[src/rtl/l4_sched.sv]
// rtl/l4_sched.sv - layer-4 input sequencer: fetches activations, paces strt/din per pass, handshakes results
`timescale 1ns/1ps
module l4_sched #(
    parameter int N_IN = 100,
    parameter int PASS = 5,
    parameter int AW   = 7
) (
    input  logic                i_clk,
    input  logic                i_rst,
    input  logic                i_go,
    output logic                o_src_rd,
    output logic [AW-1:0]       o_src_addr,
    input  logic signed [17:0]  i_src_data,
    output logic                o_l4_strt,
    output logic signed [17:0]  o_l4_din,
    output logic                o_l4_tx_done,
    output logic                o_busy,
    output logic                o_out_vld,
    input  logic                i_out_ack
);

    localparam int PW = (PASS > 1) ? $clog2(PASS) : 1;
    localparam logic [PW-1:0] PH_LAST   = PW'(PASS - 1);
    // Read strobe is registered, so it is scheduled one phase early to be high in phase 2.
    localparam logic [PW-1:0] PH_PRE_RD = PW'(1);
    localparam logic [PW-1:0] PH_CAP    = PW'(3);
    localparam logic [AW-1:0] IDX_LAST  = AW'(N_IN - 1);

    typedef enum logic [2:0] {
        S_IDLE,
        S_PRE,
        S_RUN,
        S_DRAIN,
        S_OUT,
        S_CLR
    } state_t;

    state_t              r_state;
    logic [PW-1:0]       r_phase;
    logic [AW-1:0]       r_idx;
    logic signed [17:0]  r_pref;
    logic                r_src_rd;
    logic [AW-1:0]       r_src_addr;
    logic                r_l4_strt;
    logic signed [17:0]  r_l4_din;
    logic                r_tx_done;
    logic                r_busy;
    logic                r_out_vld;

    // Sequencer FSM: all outputs registered; din only changes on the pass boundary edge.
    always_ff @(posedge i_clk) begin
        if (i_rst) begin
            r_state    <= S_IDLE;
            r_phase    <= '0;
            r_idx      <= '0;
            r_pref     <= '0;
            r_src_rd   <= 1'b0;
            r_src_addr <= '0;
            r_l4_strt  <= 1'b0;
            r_l4_din   <= '0;
            r_tx_done  <= 1'b0;
            r_busy     <= 1'b0;
            r_out_vld  <= 1'b0;
        end else begin
            r_src_rd  <= 1'b0;
            r_l4_strt <= 1'b0;
            r_tx_done <= 1'b0;
            case (r_state)
                S_IDLE: begin
                    if (i_go) begin
                        r_state    <= S_PRE;
                        r_busy     <= 1'b1;
                        r_src_rd   <= 1'b1;
                        r_src_addr <= '0;
                    end
                end
                S_PRE: begin
                    r_state   <= S_RUN;
                    r_phase   <= '0;
                    r_idx     <= '0;
                    r_l4_din  <= i_src_data;
                    r_l4_strt <= 1'b1;
                end
                S_RUN: begin
                    if (r_phase == PH_LAST) begin
                        r_phase <= '0;
                        if (r_idx == IDX_LAST) begin
                            r_state <= S_DRAIN;
                        end else begin
                            r_idx     <= r_idx + 1'b1;
                            r_l4_din  <= r_pref;
                            r_l4_strt <= 1'b1;
                        end
                    end else begin
                        r_phase <= r_phase + 1'b1;
                    end
                    if (r_phase == PH_PRE_RD && r_idx != IDX_LAST) begin
                        r_src_rd   <= 1'b1;
                        r_src_addr <= r_idx + 1'b1;
                    end
                    if (r_phase == PH_CAP) begin
                        r_pref <= i_src_data;
                    end
                end
                S_DRAIN: begin
                    r_state   <= S_OUT;
                    r_out_vld <= 1'b1;
                end
                S_OUT: begin
                    if (i_out_ack) begin
                        r_state   <= S_CLR;
                        r_out_vld <= 1'b0;
                        r_tx_done <= 1'b1;
                    end
                end
                S_CLR: begin
                    r_state <= S_IDLE;
                    r_busy  <= 1'b0;
                end
                default: begin
                    r_state <= S_IDLE;
                end
            endcase
        end
    end

    assign o_src_rd     = r_src_rd;
    assign o_src_addr   = r_src_addr;
    assign o_l4_strt    = r_l4_strt;
    assign o_l4_din     = r_l4_din;
    // Layer 4 is held in clear for as long as reset is asserted.
    assign o_l4_tx_done = r_tx_done | i_rst;
    assign o_busy       = r_busy;
    assign o_out_vld    = r_out_vld;

endmodule

[config.mk]
export PLATFORM = sky130hd
export DESIGN_NAME = l4_sched
export DESIGN_NICKNAME = d
export VERILOG_FILES = /design/src/rtl/l4_sched.sv
export SDC_FILE = /design/constraint.sdc
export NUM_CORES = 1
export LEC_CHECK = 0
export CAP_MARGIN = 20
export CORE_MARGIN = 2
export CORE_UTILIZATION = 57
export DETAILED_ROUTE_END_ITERATION = 6
export DONT_BUFFER_PORTS = 1
export HOLD_SLACK_MARGIN = 0.15
export PLACE_DENSITY = 0.75
export SETUP_SLACK_MARGIN = 0.15
export SYNTH_ARGS = -nofsm -noshare
export SYNTH_HDL_FRONTEND = slang
export SYNTH_SLANG_ARGS = --single-unit
export TNS_END_PERCENT = 30
[constraint.sdc]
create_clock -name i_clk -period 1.7 [get_ports i_clk]
set_input_delay 0.34 -clock i_clk [delete_from_list [all_inputs] [get_ports i_clk]]
set_output_delay 0.34 -clock i_clk [all_outputs]
set_load 0.1 [all_outputs]
==> results of run 1 <==
what timing repair did:
| action | in CTS | in global routing |
|---|---|---|
| buffers inserted | 0 | 5 |
| gates resized for setup | 3 | 33 |
| endpoints found under the hold margin | 31 | 0 |
| gates cloned | 0 | 2 |
| hold buffers | 19 | 0 |
| pin swaps | 0 | 6 |
| setup endpoints to repair | 28 | 45 |
critical path, cell delays in order, from the launching register on:
cell	delay (ns)
dfxtp_4	0.36
ha_4	0.16
and2_4	0.18
a2111oi_4	0.27
buf_4	0.20
buf_6	0.14
o2111ai_1	0.11
o211a_1	0.14
routing by layer:
layer	share of wire	track usage
met2	0.50	0.452
met5	0	0
met3	0.067	0.0754
met4	0.024	0.146
met1	0.41	0.340
logic make-up (layout without fill, tap and decap cells):
kind of cell | Yosys count | after routing | synth area share
buffers and inverters | 36 | 105 | 0.0590
DFF | 61 | 61 | 0.417
and+or+nand+nor | 137 | 137 | 0.225
muxes | 8 | 8 | 0.0274
adders and majority gates | 5 | 5 | 0.0214
xor gates and xnor gates | 3 | 3 | 0.00898
AOI/OAI and AO/OA | 91 | 91 | 0.241
final timing paths:
check | endpoint | start
worst max-delay path | o_l4_din[4] | r_idx[1]
worst min-delay path | r_idx[0] | i_rst
worst max register to register | o_l4_din[4] | r_idx[1]
worst min register to register | r_pref[14] | r_pref[14]
final cells by class:
type	count	area [sq um]
Clock inverter	4	47.5
Inverter	8	30.0
Multi-Input combinational cell	244	1670
Fill cell	338	1140
Tap cell	70	87.6
Timing Repair Buffer	81	677
Sequential cell	61	1240
Clock buffer	12	145
synth_stat cells, types with 2 or more instances:
library cell,number
a21oi_1,28
a2bb2oi_1,2
and2_1,2
buf_2,6
buf_4,2
buf_6,3
clkbuf_1,17
dfxtp_1,61
ha_1,5
inv_1,8
mux2i_1,8
nand2_1,92
nand2b_1,2
nand3_1,8
nor2_1,11
nor2b_1,3
nor3_1,3
nor4_1,2
nor4_2,2
o2111ai_1,18
o211a_1,20
o21ai_0,5
o21ai_1,3
o221ai_1,2
o311ai_0,2
o31ai_1,4
or2_2,2
xnor2_1,2
flip-flops by register name, indices dropped and copies added (netlist names):
signal,count
o_src_rd,1
r_idx,7
o_src_addr,7
r_pref,18
r_state,3
r_phase,3
o_l4_strt,1
o_l4_din,18
r_tx_done,1
o_out_vld,1
o_busy,1
stage by stage:
step	cells	cell area (sq um)	total power, mW	hold slack (ns)	worst slack [ns]
2_1_floorplan	341	2960	2.10	0.437	0.139
4_1_cts	473	3720	3.54	0.156	0.0512
3_5_place_dp	438	3310	2.22	0.415	0.0249
5_1_grt	480	3900	3.68	0.183	-0.0190
3_3_place_gp	438	3310	2.21	0.410	0.0953
6_report	480	3900	3.56	0.158	0.0274
power by group through the flow:
stage	registers, mW	logic [mW]	clock network (mW)
2_1_floorplan	1.86	0.244	0
3_3_place_gp	1.54	0.675	0
3_5_place_dp	1.54	0.683	0
4_1_cts	1.51	0.739	1.29
5_1_grt	1.51	0.802	1.36
6_report	1.51	0.768	1.28
==> qor.txt, run 1 <==
outcome = complete, no violations
clock latency on the worst-skew pair = 0.35 ns
register area share after synthesis = 0.417
Max Cap Violations = 0
Flop pwr share = 0.423
final core occ = 0.773
Synth area leader = dfxtp_1
GR Overflow Total = 0
clock power share = 0.361
full die area = 5730 sq um
unrepaired setup endpoints after global routing = true
wire per inst = 16.2 microns
Worst VDD drop = 629 uV
Slew @ Worst Pin = 0.513 ns
Die H = 75.7 microns
# rows = 26
fin crit period = 1.67 ns
Final #Nets = 432
Layout area overhead = 33.1%
Post-Syn Nets = 368
CP arrival = 1.92 ns
Post-DP HPWL = 4800 microns
CTS max path bufs = 2
Die X = 75.7 microns
worst hold-check path type = input port to flip-flop
Syn. warnings = 0
synthesized area = 2930 sq um
layout cells sized above 1 = 0.295
Slew Viols, Final = 0
Synth Register Bits = 61
H-tree level count = 3
Rel. slew slack = 0.660
critical-path maximum fanout = 6
Total Routing Usage GR = 0.279
setup slack, reg-to-reg = 0.03 ns
Clock Skews = 0.0102 ns
post-detailed-routing wire length = 7770 microns
period utilization = 0.984
first-pass GRT wire length = 11900 microns
number of routed nets with antenna violations = 0
commonest non-fill, non-tap cell in the layout = nand2_1
Setup-failing EPs final = 0
WHS Path Cells = 3
core area = 5040 sq um
dominant synthesized flop cell = dfxtp_1
Mapped Cells = 341
GP Congestion = 0.849
final setup TNS = 0 ns
Area contributors post-synth = dfxtp_1 42%, nand2_1 12%, o211a_1 6.8%
IO Pins = 52
Req. time, crit path = 1.95 ns
DR vias = 2835
highest clock rate = 598 MHz
Synth cell types = 46
combinational share of power = 0.216
initial antenna violation count = 0
initial drt markers = 200
Pre-antenna DRT Iters = 5
CP endpoint kind = flip-flop
Avg Inst Size Synth = 8.59 sq um
Reg clk slew, reported paths = 0.07 ns
most frequent cells in the layout = 91 x nand2_1, 59 x buf_4, 52 x dfxtp_1
drt via density = 5.91
vias in the first global route = 2584
root buf cell = clkbuf_8
CTS buffer count = 9
r2r worst-path depth = 7
Synth top area share = 0.417
Post-synth ARST share = 0
Net Switching = 1.14 mW
leakage = 1.68 nW
clk sink count = 61
Int Pwr = 2.42 mW
Sw Share = 0.321
PwrDens = 913 nW/um^2
IO buf count = 0
CTS tree = built
antenna cells = 0
EDFF count, synth = 0
Startpoint Class = flip-flop
DR DRC count = 0
Fin. Hold Viols = 0
largest net degree at the start of global routing = 34
Starting Density = 0.581
WS Path Type = flip-flop to flip-flop
No activity file was read; power rests on OpenSTA's default activity.
==> run 2: changes to the inputs <==
- RECOVER_POWER: unset -> 50
==> run 2 against run 1 <==
Effect of this change:
- core utilization decreased by 0.074 points
- clock skew about the same
- clock power about the same
- critical endpoint unchanged
- critical path type unchanged
==> qor.txt, run 2 (synthesized netlist as in run 1, its figures left out) <==
outcome = complete, no violations
Slew @ Worst Pin = 0.513 ns (unchanged)
unrepaired setup endpoints after global routing = true
Total Routing Usage GR = 0.279 (unchanged)
Slowest cell on crit path = dfxtp_4
Crit path max-delay family = compound AO/OA/AOI/OAI gates
r2r worst-path depth = 7 (unchanged)
IO Pins = 52 (unchanged)
clock latency on the worst-skew pair = 0.35 ns (about the same)
Post-DP HPWL = 4800 microns (unchanged)
worst setup slack after layout = 0.0282 ns (+0.000782 ns)
setup slack, reg-to-reg = 0.03 ns (about the same)
initial antenna violation count = 0 (unchanged)
antenna cells = 0 (unchanged)
Worst R2R End = o_l4_din[4]
Placed Area = 3310 sq um (unchanged)
core area = 5040 sq um (unchanged)
Req. time, crit path = 1.94 ns (about the same)
first-pass GRT wire length = 11900 microns (unchanged)
period utilization = 0.983 (about the same)
drt via density = 5.95 (+0.67%)
Die H = 75.7 microns (unchanged)
H-tree level count = 3 (unchanged)
Final #Nets = 432 (unchanged)
Startpoint Class = flip-flop
CP arrival = 1.92 ns (about the same)
Fin. Hold Viols = 0 (unchanged)
fin crit period = 1.67 ns (-0.000782 ns)
number of buffers and inverters on the critical path = 2 (unchanged)
Slew Viols, Final = 0 (unchanged)
wire per inst = 16.2 microns (-0.15%)
CP endpoint = o_l4_din[4]
most frequent cells in the layout = 91 x nand2_1, 58 x buf_4, 52 x dfxtp_1
Starting Density = 0.581 (unchanged)
layout cells sized above 1 = 0.293 (-0.00244)
CP startpoint = r_idx[1]
DR vias = 2854 (+0.67%)
metal3 WL = 529 microns (+1.5%)
Reg clk slew, reported paths = 0.07 ns (about the same)
Clock Skews = 0.0103 ns (+0.000166 ns)
Rel. slew slack = 0.660 (unchanged)
DR DRC count = 0 (unchanged)
worst slack at placement = 0.0249 ns (unchanged)
CTS max path bufs = 2 (unchanged)
CP endpoint kind = flip-flop
RR Startpoint = r_idx[1]
routed wl met2 = 3850 microns (-0.23%)
CTS tree = built
Max Cap Violations = 0 (unchanged)
initial drt markers = 200 (unchanged)
Pre-antenna DRT Iters = 5 (unchanged)
Worst VDD drop = 629 uV (about the same)
IO buf count = 0 (unchanged)
leakage = 1.67 nW (-0.25%)
stages on the worst setup path = 7 (unchanged)
clk sink count = 61 (unchanged)
Crit path largest cell delay = 0.36 ns (about the same)
critical-path maximum fanout = 6 (unchanged)
top layer in use = met4
highest clock rate = 598 MHz (about the same)
number of routed nets with antenna violations = 0 (unchanged)
Hold Slack = 0.160 ns (+0.00140 ns)
Setup-failing EPs final = 0 (unchanged)
worst hold-check path type = input port to flip-flop
root buf cell = clkbuf_8
GP Congestion = 0.849 (unchanged)
post-route cell area = 3890 sq um (about the same)
post-detailed-routing wire length = 7750 microns (-0.15%)
# rows = 26 (unchanged)
Die X = 75.7 microns (unchanged)
M1 wire length = 3190 microns (-0.34%)
commonest non-fill, non-tap cell in the layout = nand2_1
GR Overflow Total = 0 (unchanged)
largest net degree at the start of global routing = 34 (unchanged)
critical path, cell by cell = ha_4 -> and2_4 -> a2111oi_4 -> buf_4 -> buf_6 -> o2111ai_1 -> o211a_1
WS Path Type = flip-flop to flip-flop
PwrDens = 914 nW/um^2 (about the same)
full die area = 5730 sq um (unchanged)
Layout area overhead = 33.0% (about the same)
CTS buffer count = 9 (unchanged)
vias in the first global route = 2584 (unchanged)
## run 2: changes by cell type in the layout (fill, tap and decap cells not counted)
| cell | previous run | this run |
|---|---|---|
| buf_4 | 59 | 58 |
| clkbuf_1 | 2 | 3 |
## run 2: how the worst min path moves through the flow
| stage | from | endpoint | slack, ns | cells after the start |
|---|---|---|---|---|
| 5_1_grt | i_rst | r_idx[0] | 0.18 | 3 |
| 3_5_place_dp | i_rst | r_idx[1] | 0.41 | 1 |
| 4_1_cts | i_rst | r_idx[0] | 0.16 | 3 |
| 2_1_floorplan | r_pref[0] | r_pref[0] | 0.44 | 2 |
| 3_3_place_gp | i_rst | r_idx[1] | 0.41 | 1 |
| 6_report | i_rst | r_idx[0] | 0.16 | 3 |
## run 2: repair_timing
item,in CTS,in global routing
resized for setup,3,33
setup buffers,0,5
hold buffers,19,0
hold endpoints to repair,31,0
endpoints found under the setup margin,28,45
cloned,0,2
pin swaps,0,6
## run 2: final cells by class
cell class / instances / area (sq um)
clock inverter: 4 / 47.5
tap: 70 / 87.6
sequential: 61 / 1240
clock buffer: 12 / 145
timing repair buffer: 81 / 673
multi-input combinational: 244 / 1670
inverter: 8 / 30.0
fill: 340 / 1150
## run 2: where the power goes
| part | total (mW) | internal (mW) | leakage, nW | switching (mW) |
|---|---|---|---|---|
| clock | 1.28 | 0.713 | 0.0964 | 0.570 |
| combinational | 0.768 | 0.226 | 1.08 | 0.542 |
| sequential | 1.51 | 1.48 | 0.500 | 0.0289 |
| total | 3.56 | 2.42 | 1.67 | 1.14 |
## run 2: through the flow
stage               cells  setup TNS [ns]  power (mW)  utilization
floorplan             341               0        2.10            -
global placement      438               0        2.21        0.657
detailed placement    438               0        2.22        0.657
CTS                   473               0        3.54        0.737
global route          480         -0.0785        3.67        0.772
finish                480               0        3.56        0.772
## run 2: worst min-delay path, delay by kind of cell
kind | cells | cell delay [ns]
and+or+nand+nor | 2 | 0.08
AOI/OAI and AO/OA | 1 | 0.05
## run 2: layer usage
layer / up-vias / GRT usage
met3: 18 / 0.0754
met2: 114 / 0.452
met5: - / 0
met4: 0 / 0.146
li1: 1342 / -
met1: 1380 / 0.340
==> run 3: changes to the inputs <==
- ABC_AREA: unset -> 1
- CORE_UTILIZATION: 57 -> 56
- PLACE_DENSITY: 0.75 -> 0.74
- RECOVER_POWER: 50 -> 25
==> run 3 against run 2 <==
Effect of this change:
- combinational power grew to 4.7 times the previous value
- clock power is 11% higher
- area after synthesis down 1.6%
- register-to-register slack better by 0.20 ns
- routed wire length down 17%
- maximum frequency grew 12%
- core utilization is 8.4 points lower
- final cell count increased by 12%
- via count shrank 5.0%
- critical endpoint is now o_l4_din[16]
- highest routed layer unchanged
==> qor.txt, run 3 <==
EDFF count, synth = 0 (unchanged)
Worst R2R End = o_l4_din[12]
Pre-antenna DRT Iters = 4 (-1)
CP arrival = 1.15 ns (-0.77 ns)
CP endpoint = o_l4_din[16]
Clock Skews = 0.00726 ns (-0.00307 ns)
post-detailed-routing wire length = 6440 microns (-17%)
Post-synth ARST share = 0 (unchanged)
Avg Inst Size Synth = 6.73 sq um (-22%)
Rel. slew slack = 0.621 (-0.0387)
synthesized area = 2880 sq um (-1.6%)
Placed Area = 3180 sq um (-3.9%)
register area share after synthesis = 0.424 (+0.00670)
Hold Slack = 0.179 ns (+0.0195 ns)
CTS max path bufs = 2 (unchanged)
highest clock rate = 673 MHz (+12%)
most numerous cell in the Yosys netlist = nor2_1
CP startpoint = o_l4_din[16]
Startpoint Class = flip-flop
GP Congestion = 0.849 (about the same)
Crit path largest cell delay = 0.46 ns (+0.10 ns)
post-route cell area = 3470 sq um (-11%)
critical path, cell by cell = clkbuf_2
critical-path maximum fanout = 2 (-4)
Setup-failing EPs final = 0 (unchanged)
root buf cell = clkbuf_8
Crit path max-delay family = buffers and inverters
Area contributors post-synth = dfxtp_1 42%, nor2_1 10%, nand2_1 10%
Syn. warnings = 0 (unchanged)
PwrDens = 2010 nW/um^2 (+120%)
Die H = 75.7 microns (about the same)
DR DRC count = 0 (unchanged)
Fin. Hold Viols = 0 (unchanged)
Layout area overhead = 20.5%
full die area = 5740 sq um (+0.16%)
stages on the worst setup path = 1 (-6)
Post-Syn Nets = 455 (+24%)
H-tree level count = 3 (unchanged)
number of routed nets with antenna violations = 0 (unchanged)
Total Power = 6.97 mW (+96%)
Synth Register Bits = 61 (unchanged)
CP endpoint kind = output pin
Total Routing Usage GR = 0.241 (-0.0385)
Worst VDD drop = 1100 uV (+75%)
number of buffers and inverters on the critical path = 1 (-1)
Slowest cell on crit path = clkbuf_2
CTS buffer count = 9 (unchanged)
period utilization = 0.874 (-0.109)
clock latency on the worst-skew pair = 0.35 ns (about the same)
Final #Nets = 490 (+13%)
RR Startpoint = r_idx[1]
GR Overflow Total = 0 (unchanged)
initial antenna violation count = 0 (unchanged)
worst slack at placement = 0.00976 ns (-0.0152 ns)
vias in the first global route = 2447 (-5.3%)
Starting Density = 0.571 (-0.00918)
first-pass GRT wire length = 10400 microns (-13%)
Synth cell types = 30 (-35%)
Mapped Cells = 428 (+26%)
DR vias = 2710 (-5.0%)
r2r worst-path depth = 9 (+2)
setup slack, reg-to-reg = 0.23 ns (+0.20 ns)
# rows = 26 (unchanged)
core area = 5040 sq um (unchanged)
layout cells sized above 1 = 0.171 (-0.122)
WS Path Type = flip-flop to output pin
dominant synthesized flop cell = dfxtp_1
clk sink count = 61 (unchanged)
Slew @ Worst Pin = 0.568 ns (+0.0549 ns)
fin crit period = 1.49 ns (-0.186 ns)
wire per inst = 12.0 microns (-26%)
Reg clk slew, reported paths = 0.07 ns (about the same)
Slew Viols, Final = 0 (unchanged)
final setup TNS = 0 ns (unchanged)
IO buf count = 0 (unchanged)
worst setup slack after layout = 0.214 ns (+0.186 ns)
Max Cap Violations = 0 (unchanged)
Synth area leader = dfxtp_1
Post-synth top cells = 80 x nor2_1, 78 x nand2_1, 61 x dfxtp_1
Req. time, crit path = 1.36 ns (-0.58 ns)
outcome = complete, no violations
drt via density = 5.04 (-15%)
worst hold-check path type = input port to flip-flop
largest net degree at the start of global routing = 49 (+44%)
Post-DP HPWL = 4170 microns (-13%)
commonest non-fill, non-tap cell in the layout = nor2_1
IO Pins = 52 (unchanged)
Synth top area share = 0.424 (+0.00670)
most frequent cells in the layout = 78 x nor2_1, 76 x nand2_1, 59 x inv_1
leakage = 1.59 nW (-5.1%)
antenna cells = 0 (unchanged)
initial drt markers = 149 (-26%)
Die X = 75.7 microns (about the same)
number of fill cells = 421 (+24%)
unrepaired setup endpoints after global routing = true
CTS tree = built
run 3: worst min-delay path by stage:
stage | endpoint | cells past startpoint | slack [ns] | startpoint
6_report | r_pref[13] | 2 | 0.18 | i_src_data[13]
3_5_place_dp | r_state[2] | 1 | 0.41 | i_rst
4_1_cts | r_pref[13] | 2 | 0.17 | i_src_data[13]
3_3_place_gp | o_busy | 1 | 0.41 | i_rst
2_1_floorplan | r_pref[0] | 2 | 0.42 | r_pref[0]
5_1_grt | r_pref[16] | 2 | 0.20 | i_src_data[16]
run 3: per-layer routing:
metal | global-route usage | wire (microns) | vias to the layer above
li1 | - | - | 1403
met1 | 0.289 | 2920 | 1233
met2 | 0.406 | 3030 | 63
met3 | 0.0476 | 347 | 11
met4 | 0.127 | 136 | 0
met5 | 0 | 0 | -
run 3: area by class of cell:
class                      instances  area, sq um  share of cell area
clock buffer                       9          124              0.0357
inverter                          62          233              0.0670
clock inverter                     7         90.1              0.0259
sequential                        61         1230               0.353
multi-input combinational        285         1360               0.392
timing repair buffer              44          350               0.101
tap                               70         87.6              0.0252
run 3: report_power, final:
group / switching, mW / leakage, nW / internal, mW
Combinational: 2.75 / 0.984 / 0.851
Clock: 0.599 / 0.105 / 0.816
Sequential: 0.218 / 0.499 / 1.74
Total: 3.56 / 1.59 / 3.41
run 3: cells by family after synthesis:
logic type	count (synthesis)	share of synthesized area
buf+inv	82	0.119
simple gates	208	0.305
fa+ha+maj	5	0.0217
flops	61	0.424
xor+xnor	1	0.00304
compound gates	71	0.128
run 3: stage by stage:
| stage | std cells | util |
|---|---|---|
| 3_5_place_dp | 516 | 0.631 |
| 4_1_cts | 537 | 0.684 |
| 3_3_place_gp | 516 | 0.631 |
| 6_report | 538 | 0.689 |
| 2_1_floorplan | 428 | - |
| 5_1_grt | 538 | 0.689 |
run 3: timing repair:
item,4_1_cts,5_1_grt
buffers inserted,3,0
setup endpoints to repair,15,39
pin swaps,1,2
cloned,0,1
endpoints found under the hold margin,9,0
hold buffers,2,0
gates resized for setup,3,11
